## src/rtl/ssd_pkg.sv

```systemverilog
// ssd_pkg -- shared constants for the seven-segment scan controller.
//   SEG_TABLE : active-low segment patterns (gfedcba, bit 0 = a) for hex 0..F
//   SEG_OFF   : all segments off
//   idx_w()   : width of a digit index for a given digit count (never below 1)
package ssd_pkg;

    localparam logic [6:0] SEG_OFF = 7'h7F;

    localparam logic [6:0] SEG_TABLE [16] = '{
        7'h40, 7'h79, 7'h24, 7'h30, 7'h19, 7'h12, 7'h02, 7'h78,
        7'h00, 7'h10, 7'h08, 7'h03, 7'h46, 7'h21, 7'h06, 7'h0E
    };

    function automatic int idx_w(input int digits);
        int w;
        w = $clog2(digits);
        return (w < 1) ? 1 : w;
    endfunction

endpackage

```

## src/rtl/hex_to_ssd.sv

```systemverilog
// hex_to_ssd -- combinational hex nibble to active-low segment decoder.
//   nib : input  [3:0] hex value
//   seg : output [6:0] active-low segments, gfedcba (seg[0] = a)
module hex_to_ssd
    import ssd_pkg::*;
(
    input  logic [3:0] nib,
    output logic [6:0] seg
);

    assign seg = SEG_TABLE[nib];

endmodule

```

## src/rtl/ssd_scan_ctrl.sv

```systemverilog
// ssd_scan_ctrl -- multiplexed seven-segment display scanner with
// tear-free (frame-synchronous) display updates.
//   Parameters: DIGITS (1..8) multiplexed digits, DIV_W prescaler width;
//               each digit slot lasts 2^DIV_W clk cycles.
//   clk        : clock, rising edge
//   rst_n      : asynchronous active-low reset
//   data       : 4*DIGITS hex nibbles, nibble k -> digit k (digit 0 rightmost)
//   load       : capture strobe for data
//   blank      : per-digit force-off mask, sampled live
//   an         : active-low anode enables (registered)
//   cat        : active-low segments gfedcba (registered)
//   upd_pend   : a captured value is waiting for the next frame boundary
//   frame_done : high during the cycle of each frame boundary
// Optional build macro SSD_LZB_EN enables leading-zero blanking
// (digit 0 is never auto-blanked).
module ssd_scan_ctrl
    import ssd_pkg::*;
#(
    parameter int DIGITS = 4,
    parameter int DIV_W  = 16
) (
    input  logic                  clk,
    input  logic                  rst_n,
    input  logic [4*DIGITS-1:0]   data,
    input  logic                  load,
    input  logic [DIGITS-1:0]     blank,
    output logic [DIGITS-1:0]     an,
    output logic [6:0]            cat,
    output logic                  upd_pend,
    output logic                  frame_done
);

    localparam int                IDX_W    = idx_w(DIGITS);
    localparam logic [IDX_W-1:0]  IDX_LAST = IDX_W'(DIGITS - 1);

    logic [DIV_W-1:0]    presc_q, presc_d;
    logic [IDX_W-1:0]    idx_q, idx_d;
    logic [4*DIGITS-1:0] pend_q, pend_d;
    logic [4*DIGITS-1:0] disp_q, disp_d;
    logic                upd_pend_q, upd_pend_d;
    logic [DIGITS-1:0]   an_q, an_d;
    logic [6:0]          cat_q, cat_d;

    logic                slot_tick;
    logic                frame_bnd;
    logic [3:0]          cur_nib;
    logic [6:0]          cur_seg;

    assign slot_tick = &presc_q;
    assign frame_bnd = slot_tick && (idx_q == IDX_LAST);

    // Nibble of the display register addressed by the current index.
    always_comb begin
        cur_nib = 4'h0;
        for (int k = 0; k < DIGITS; k++) begin
            if (idx_q == IDX_W'(k)) begin
                cur_nib = disp_q[4*k +: 4];
            end
        end
    end

    hex_to_ssd u_dec (
        .nib (cur_nib),
        .seg (cur_seg)
    );

`ifdef SSD_LZB_EN
    // lz_off[k] is set when nibbles k..DIGITS-1 are all zero; built from the
    // most significant digit downwards as a running "all zero so far" flag.
    logic [DIGITS-1:0] lz_off;

    always_comb begin
        logic run;
        run       = 1'b1;
        lz_off    = '0;
        for (int k = DIGITS - 1; k >= 1; k--) begin
            run       = run & (disp_q[4*k +: 4] == 4'h0);
            lz_off[k] = run;
        end
    end
`endif

    always_comb begin
        presc_d    = presc_q + DIV_W'(1);
        idx_d      = idx_q;
        pend_d     = pend_q;
        disp_d     = disp_q;
        upd_pend_d = upd_pend_q;
        an_d       = '1;
        cat_d      = cur_seg;

        if (slot_tick) begin
            idx_d = (idx_q == IDX_LAST) ? '0 : idx_q + IDX_W'(1);
        end

        if (load) begin
            pend_d     = data;
            upd_pend_d = 1'b1;
        end

        // Display only ever changes on a frame boundary; a load landing on
        // the boundary itself bypasses the pending register.
        if (frame_bnd) begin
            disp_d     = load ? data : pend_q;
            upd_pend_d = 1'b0;
        end

        for (int k = 0; k < DIGITS; k++) begin
`ifdef SSD_LZB_EN
            an_d[k] = !((idx_q == IDX_W'(k)) && !blank[k] && !lz_off[k]);
`else
            an_d[k] = !((idx_q == IDX_W'(k)) && !blank[k]);
`endif
        end
    end

    always_ff @(posedge clk or negedge rst_n) begin
        if (!rst_n) begin
            presc_q    <= '0;
            idx_q      <= '0;
            pend_q     <= '0;
            disp_q     <= '0;
            upd_pend_q <= 1'b0;
            an_q       <= '1;
            cat_q      <= SEG_OFF;
        end else begin
            presc_q    <= presc_d;
            idx_q      <= idx_d;
            pend_q     <= pend_d;
            disp_q     <= disp_d;
            upd_pend_q <= upd_pend_d;
            an_q       <= an_d;
            cat_q      <= cat_d;
        end
    end

    assign an         = an_q;
    assign cat        = cat_q;
    assign upd_pend   = upd_pend_q;
    assign frame_done = frame_bnd;

endmodule

```

## config.mk

```make
export PLATFORM = sky130hd
export DESIGN_NAME = ssd_scan_ctrl
export DESIGN_NICKNAME = d
export VERILOG_FILES = /design/src/rtl/ssd_pkg.sv /design/src/rtl/hex_to_ssd.sv /design/src/rtl/ssd_scan_ctrl.sv
export SDC_FILE = /design/constraint.sdc
export NUM_CORES = 1
export LEC_CHECK = 0
export BUFFER_PORTS_ARGS = -buffer_cell sky130_fd_sc_hd__clkbuf_2
export CAP_MARGIN = 10
export CORE_UTILIZATION = 51
export DETAILED_ROUTE_END_ITERATION = 8
export PLACE_DENSITY = 0.75
export SKIP_CTS_REPAIR_TIMING = 1
export SYNTH_ARGS = -nofsm -noshare
export SYNTH_HDL_FRONTEND = slang
export SYNTH_SLANG_ARGS = --single-unit
```

## constraint.sdc

```tcl
create_clock -name clk -period 2 [get_ports clk]
set_input_delay 0.4 -clock clk [delete_from_list [all_inputs] [get_ports clk]]
set_output_delay 0.4 -clock clk [all_outputs]
set_load 0.01 [all_outputs]
```

==> results of run 1 <==
synth_stat cells (all sizes together), types with 4 or more instances:
master  number  area share
and3         5       0.017
buf          5       0.020
dfrtp       51        0.46
dfstp       11        0.10
ha          11       0.049
inv          8       0.011
mux2        34        0.15
nand2        9       0.012
nand2b       5       0.011
nand3       10       0.018
nor2         9       0.012
o21ai        4      0.0072
xnor2        8       0.025
xor2         7       0.022
state kept, by name (all words and copies together), names as in the netlist:
register,cells
pend_q,16
presc_q,16
upd_pend,1
idx_q,2
disp_q,16
an,4
cat,7
stage by stage:
step           hold WS (ns)  instance area (um^2)  power, mW
6_report              0.252                  3640       2.67
5_1_grt               0.241                  3640       2.76
3_3_place_gp          0.302                  3120       1.42
3_5_place_dp          0.305                  3120       1.43
2_1_floorplan         0.104                  2800       1.36
4_1_cts             -0.0504                  3350       2.69
routing by layer:
metal | share of wire | GRT usage
met1 | 0.42 | 0.217
met2 | 0.53 | 0.337
met3 | 0.027 | 0.0386
met4 | 0.025 | 0.108
met5 | 0 | 0
kinds of logic (layout without fill, tap and decap cells):
group	Yosys count	count (layout)
fa+ha+maj	11	11
xor+xnor	15	15
compound gates	18	18
flops	62	62
simple gates	49	49
mux	37	37
buf+inv	16	88
report_power, final:
part	switching (mW)	internal (mW)	total, mW
Combinational	0.0543	0.0535	0.108
Sequential	0.00818	1.29	1.30
Clock	0.462	0.803	1.26
Total	0.524	2.14	2.67
final timing paths:
kind,endpoint,cells after the start,slack [ns]
min in group asynchronous,upd_pend$_DFFE_PN0P_,2,0.49
min reg2reg,presc_q[15]$_DFF_PN0_,1,0.46
min,an[2]$_DFF_PN1_,2,0.25
max,cat[0]$_DFF_PN1_,8,-0.02
max in group asynchronous,cat[5]$_DFF_PN1_,3,0.93
max reg2reg,cat[0]$_DFF_PN1_,8,-0.02
worst max-delay path, cell delays in order, from the launching register on:
cell and delay [ns]:
dfrtp_1 0.42, buf_4 0.15, ha_2 0.23, nand2b_2 0.25, o221ai_4 0.24, inv_2 0.10
ha_4 0.17, nor3b_1 0.13, a211o_1 0.27
cell type report:
cell class                      count  share of cell area
Tap cell                           70              0.0241
Sequential cell                    62               0.430
Inverter                            8             0.00894
Clock buffer                       13              0.0464
Timing Repair Buffer               64               0.123
Multi-Input combinational cell    130               0.350
Clock inverter                      3              0.0179
layout by cell type (no fill, tap or decap), types with 2 or more instances in the layout:
master	netlist	final
o21ai_0	4	3
mux2_4	8	8
inv_1	8	4
buf_12	2	3
xor2_1	7	7
and4_1	2	2
and3_1	2	2
ha_2	0	3
nand2b_1	5	4
buf_4	0	23
dfstp_2	11	11
mux2i_1	3	3
nand3_1	10	9
buf_6	0	3
and3_4	3	3
clkbuf_8	0	12
dfrtp_1	51	50
inv_2	0	3
ha_4	0	7
nand4_1	2	2
mux2_2	26	26
clkbuf_2	0	34
nand2_1	9	9
a22o_1	3	3
xnor2_1	8	8
nor2_1	9	8
o211ai_1	3	3
bufinv_16	0	2
==> run metrics, run 1 <==
largest net degree at the start of global routing=36; Seq/Total Area, Yosys=0.561; router iterations before antenna repair=5; vias per cell=5.18; clk buf depth=2; hold_sp=blank[2]; Std-Cell Rows=26; CP Launch Type=flip-flop; Slew @ Worst Pin=0.456 ns; Slew HR=0.696; Post-Synth XOR/XNOR Area=0.0471; vias in the first global route=1,854; post-synthesis mux area share=0.159; critical path capture point type=flip-flop; GPL Wtd Cong=0.847; P per Cell Area=733 nW/um^2; WS Path Type=flip-flop to flip-flop; Max Cap Viol=0; Adder-Cell Fraction of Synth Area=0.0493; Top Ports=36; 1st-iter DRT viols=55; FF-to-FF Start=idx_q[1]$_DFFE_PN0P_; # diodes=0; GRT Overall Usage=0.192; Synth Warn #=0; #FFs+latches synth=62; maximum VDD drop=0.427 mV; Initial Util=0.539; Multi-input gate area=1270 um^2; Compound-Gate Fraction of Synth Area=0.0493; Data required, critical path=2.26 ns; final worst-path cycle share=1.01; Period minus WS final=2.02 ns; Detailed Place HPWL=between 3000 and 4000 um; first-pass GRT wire length=8470 um; post-synthesis cell count=208; Worst Path Max Fanout=8; Clock Sinks=62; distinct cell type count after synthesis=35; GRT overflow=0; total negative setup slack=-0.0342 ns; Synth Area in Simple Gates=0.100; Mapped Area=2790 um^2; H-tree Lvls=3; fmax=0.494 GHz; RSZ-0062 raised after global routing=yes; DP Worst Slack=-0.0392 ns; main flop type after synthesis=dfrtp_1; via count=1,813; TritonCTS Buffers=9; number of remaining DRC errors=0; PnR worst setup slack=-0.0249 ns; CTS tree=yes; final setup vio count=2; Cells after DPL=317; DR WL/cell=14.6 um; Root Buffer=clkbuf_8; Async SR Flop Fraction=1.00; die area=a little under 6000 um^2; Setup crit start=idx_q[1]$_DFFE_PN0P_; outcome=complete, but fails checks; antenna violations before repair=0; Syn Nets=242; max-slew violation count=0; Clk Latency, worst-skew pair=0.33 ns; Post-Route WL=roughly 5100 um; fill cell count=357; register area=between 1500 and 2000 um^2; CORE AREA=around 5200 um^2; Synth-to-Final Area Change=30.4%; Lkg Pwr=1.71 nW; Die W=76.0 um; layout cells sized above 1=0.543; Finished Layout Cells=350; Vert. Die Dim=approximately 76 um; EDFF count, synth=0; Post-DRT Antenna Nets=0; largest family of logic cells by synthesized area=multiplexers; failing checks=setup timing; Port Buffers=35; Hold Path Class=input port to flip-flop; clk slew on worst S/H paths=about 0.070 ns; final net count=309; critical path data arrival time=2.28 ns; Hold Violations, Final=0; Worst Skew=~0.0084 ns; Finished Core Util=0.704; Syn Area/Cell=13.4 um^2
(Power assumes the default switching activity.)
==> inputs of run 2 (changes only) <==
CORE_UTILIZATION = 54   (was 51)
CTS_BUF_LIST = sky130_fd_sc_hd__clkbuf_2 sky130_fd_sc_hd__clkbuf_4 sky130_fd_sc_hd__clkbuf_8   (was not set)
PLACE_DENSITY = 0.78   (was 0.75)
==> run 2 against run 1 <==
The run still ends with setup timing left. Non-clock buffer count rose by 6. Register-to-register slack got worse by 0.04 ns. Total power fell by 10%. Sequential cell count did not move. Count of clock-buffer cells in the layout fell by 1. Combinational power barely moved. Sequential power barely moved. Clock skew fell by 0.0032 ns. Design area rose by 0.17%. Cell count rose by 1.1%. Sequential share of layout area barely moved. Critical path type unchanged. Critical endpoint is now cat[5]$_DFF_PN1_. Largest cell class unchanged.
==> run metrics, run 2 (synthesis results as in run 1) <==
TritonCTS Buffers=9 (unchanged); CTS tree=yes; Max Cap Viol=0 (unchanged); total negative setup slack=-0.110 ns (-0.0762 ns); Std-Cell Rows=25 (-3.8%); Period minus WS final=2.07 ns (+0.0445 ns); commonest non-fill, non-tap cell in the layout=dfrtp_1; number of remaining DRC errors=0 (unchanged); # diodes=0 (unchanged); first-pass GRT wire length=8020 um (-5.3%); GRT Overall Usage=0.208 (+0.0168); Clk Latency, worst-skew pair=0.35 ns (+0.02 ns); Hold Violations, Final=0 (unchanged); fmax=0.483 GHz (-2.2%); router iterations before antenna repair=4 (-1); clk slew on worst S/H paths=0.07 ns (about the same); clk buf depth=2 (unchanged); Finished Layout Cells=354 (+1.1%); 1st-iter DRT viols=70 (+27%); biggest regs=disp_q: 16 flops, pend_q: 16 flops, presc_q: 16 flops; GPL Wtd Cong=0.796 (-6.0%); DP Area=3100 um^2 (-0.68%); GRT overflow=0 (unchanged); RSZ-0062 raised after global routing=yes; Synth-to-Final Area Change=30.7%; Worst Path Max Fanout=5 (-3); Die W=73.9 um (-2.7%); largest net degree at the start of global routing=45 (+25%); vias in the first global route=1,742 (-6.0%); Port Buffers=35 (unchanged); final net count=316 (+2.3%); Hold Path Class=input port to asynchronous set/reset pin; die area=5460 um^2 (-5.4%); maximum VDD drop=0.548 mV (+28%); critical path capture point type=flip-flop; CP Launch Type=flip-flop; Clock Sinks=62 (unchanged); outcome=complete, but fails checks; Lkg Pwr=1.73 nW (+1.1%); final worst-path cycle share=1.03 (+0.0223); layout cells sized above 1=0.575 (+0.0321); Cells after DPL=315 (-0.63%); Worst Skew=0.00514 ns (-0.00323 ns); Root Buffer=clkbuf_8; commonest non-fill, non-tap cells in the layout=dfrtp_1 (49), clkbuf_2 (34), buf_4 (31); WS Path Type=flip-flop to flip-flop; Post-DRT Antenna Nets=0 (unchanged); antenna violations before repair=0 (unchanged); failing checks=setup timing; Detailed Place HPWL=3230 um (-3.5%); critical path data arrival time=2.35 ns (+0.07 ns); max-slew violation count=0 (unchanged); Slew @ Worst Pin=0.512 ns (+0.0561 ns); Top Ports=36 (unchanged); Data required, critical path=2.28 ns (+0.02 ns); final setup vio count=4 (+2); DR WL/cell=16.0 um (+9.7%); CORE AREA=4850 um^2 (-6.3%); vias per cell=5.17 (-0.26%); PnR worst setup slack=-0.0694 ns (-0.0445 ns); via count=1,829 (+0.88%); H-tree Lvls=3 (unchanged); Initial Util=0.575 (+0.0361); P per Cell Area=657 nW/um^2 (-10%); Slew HR=0.659 (-0.0374); Vert. Die Dim=73.9 um (-2.7%); Post-Route WL=5650 um (+11%); fin area=3650 um^2 (+0.17%)
## run 2: final timing paths
| kind | startpoint | end | slack, ns | depth (start not counted) |
|---|---|---|---|---|
| setup / recovery | idx_q[1]$_DFFE_PN0P_ | cat[5]$_DFF_PN1_ | -0.07 | 7 |
| hold / removal | rst_n | upd_pend$_DFFE_PN0P_ | 0.01 | 1 |
| setup reg to reg | idx_q[1]$_DFFE_PN0P_ | cat[5]$_DFF_PN1_ | -0.07 | 7 |
| hold reg to reg | presc_q[15]$_DFF_PN0_ | presc_q[15]$_DFF_PN0_ | 0.47 | 1 |
| max in group asynchronous | rst_n | idx_q[1]$_DFFE_PN0P_ | 1.37 | 2 |
| min in group clk | blank[1] | an[1]$_DFF_PN1_ | 0.24 | 2 |
## run 2: per-layer routing
metal,wire length (um),vias up,track usage
met5,0,-,0
met4,100,0,0.109
met3,228,9,0.0809
met2,2950,43,0.335
met1,2380,907,0.240
li1,-,870,-
## run 2: area by class of cell
| class | count | area (um^2) |
|---|---|---|
| Fill cell | 305 | 1200 |
| Timing Repair Buffer | 70 | 468 |
| Tap cell | 67 | 83.8 |
| Multi-Input combinational cell | 131 | 1310 |
| Sequential cell | 62 | 1570 |
| Inverter | 8 | 35.0 |
| Clock inverter | 4 | 22.5 |
| Clock buffer | 12 | 159 |
## run 2: power by group
part | switching [mW] | internal, mW | leakage [nW]
Sequential | 0.00825 | 1.29 | 0.768
Combinational | 0.0547 | 0.0510 | 0.865
Clock | 0.471 | 0.524 | 0.0956
## run 2: critical path: stages, from the launching register on
cell     delay [ns]
dfrtp_2        0.46
buf_6          0.14
ha_4           0.17
nor3b_2        0.15
a221o_1        0.37
ha_1           0.22
o21ai_0        0.29
a22o_1         0.19
## run 2: metrics by stage
stage	util	setup WS, ns	power (mW)	hold WS [ns]
after detailed placement	0.639	-0.0945	1.43	0.377
after CTS	0.677	-0.221	2.42	0.00427
after global placement	0.639	0.0350	1.42	0.375
after floorplan	-	0.0154	1.36	0.104
final	0.752	-0.0694	2.40	0.0106
after global routing	0.752	-0.111	2.49	0.0247
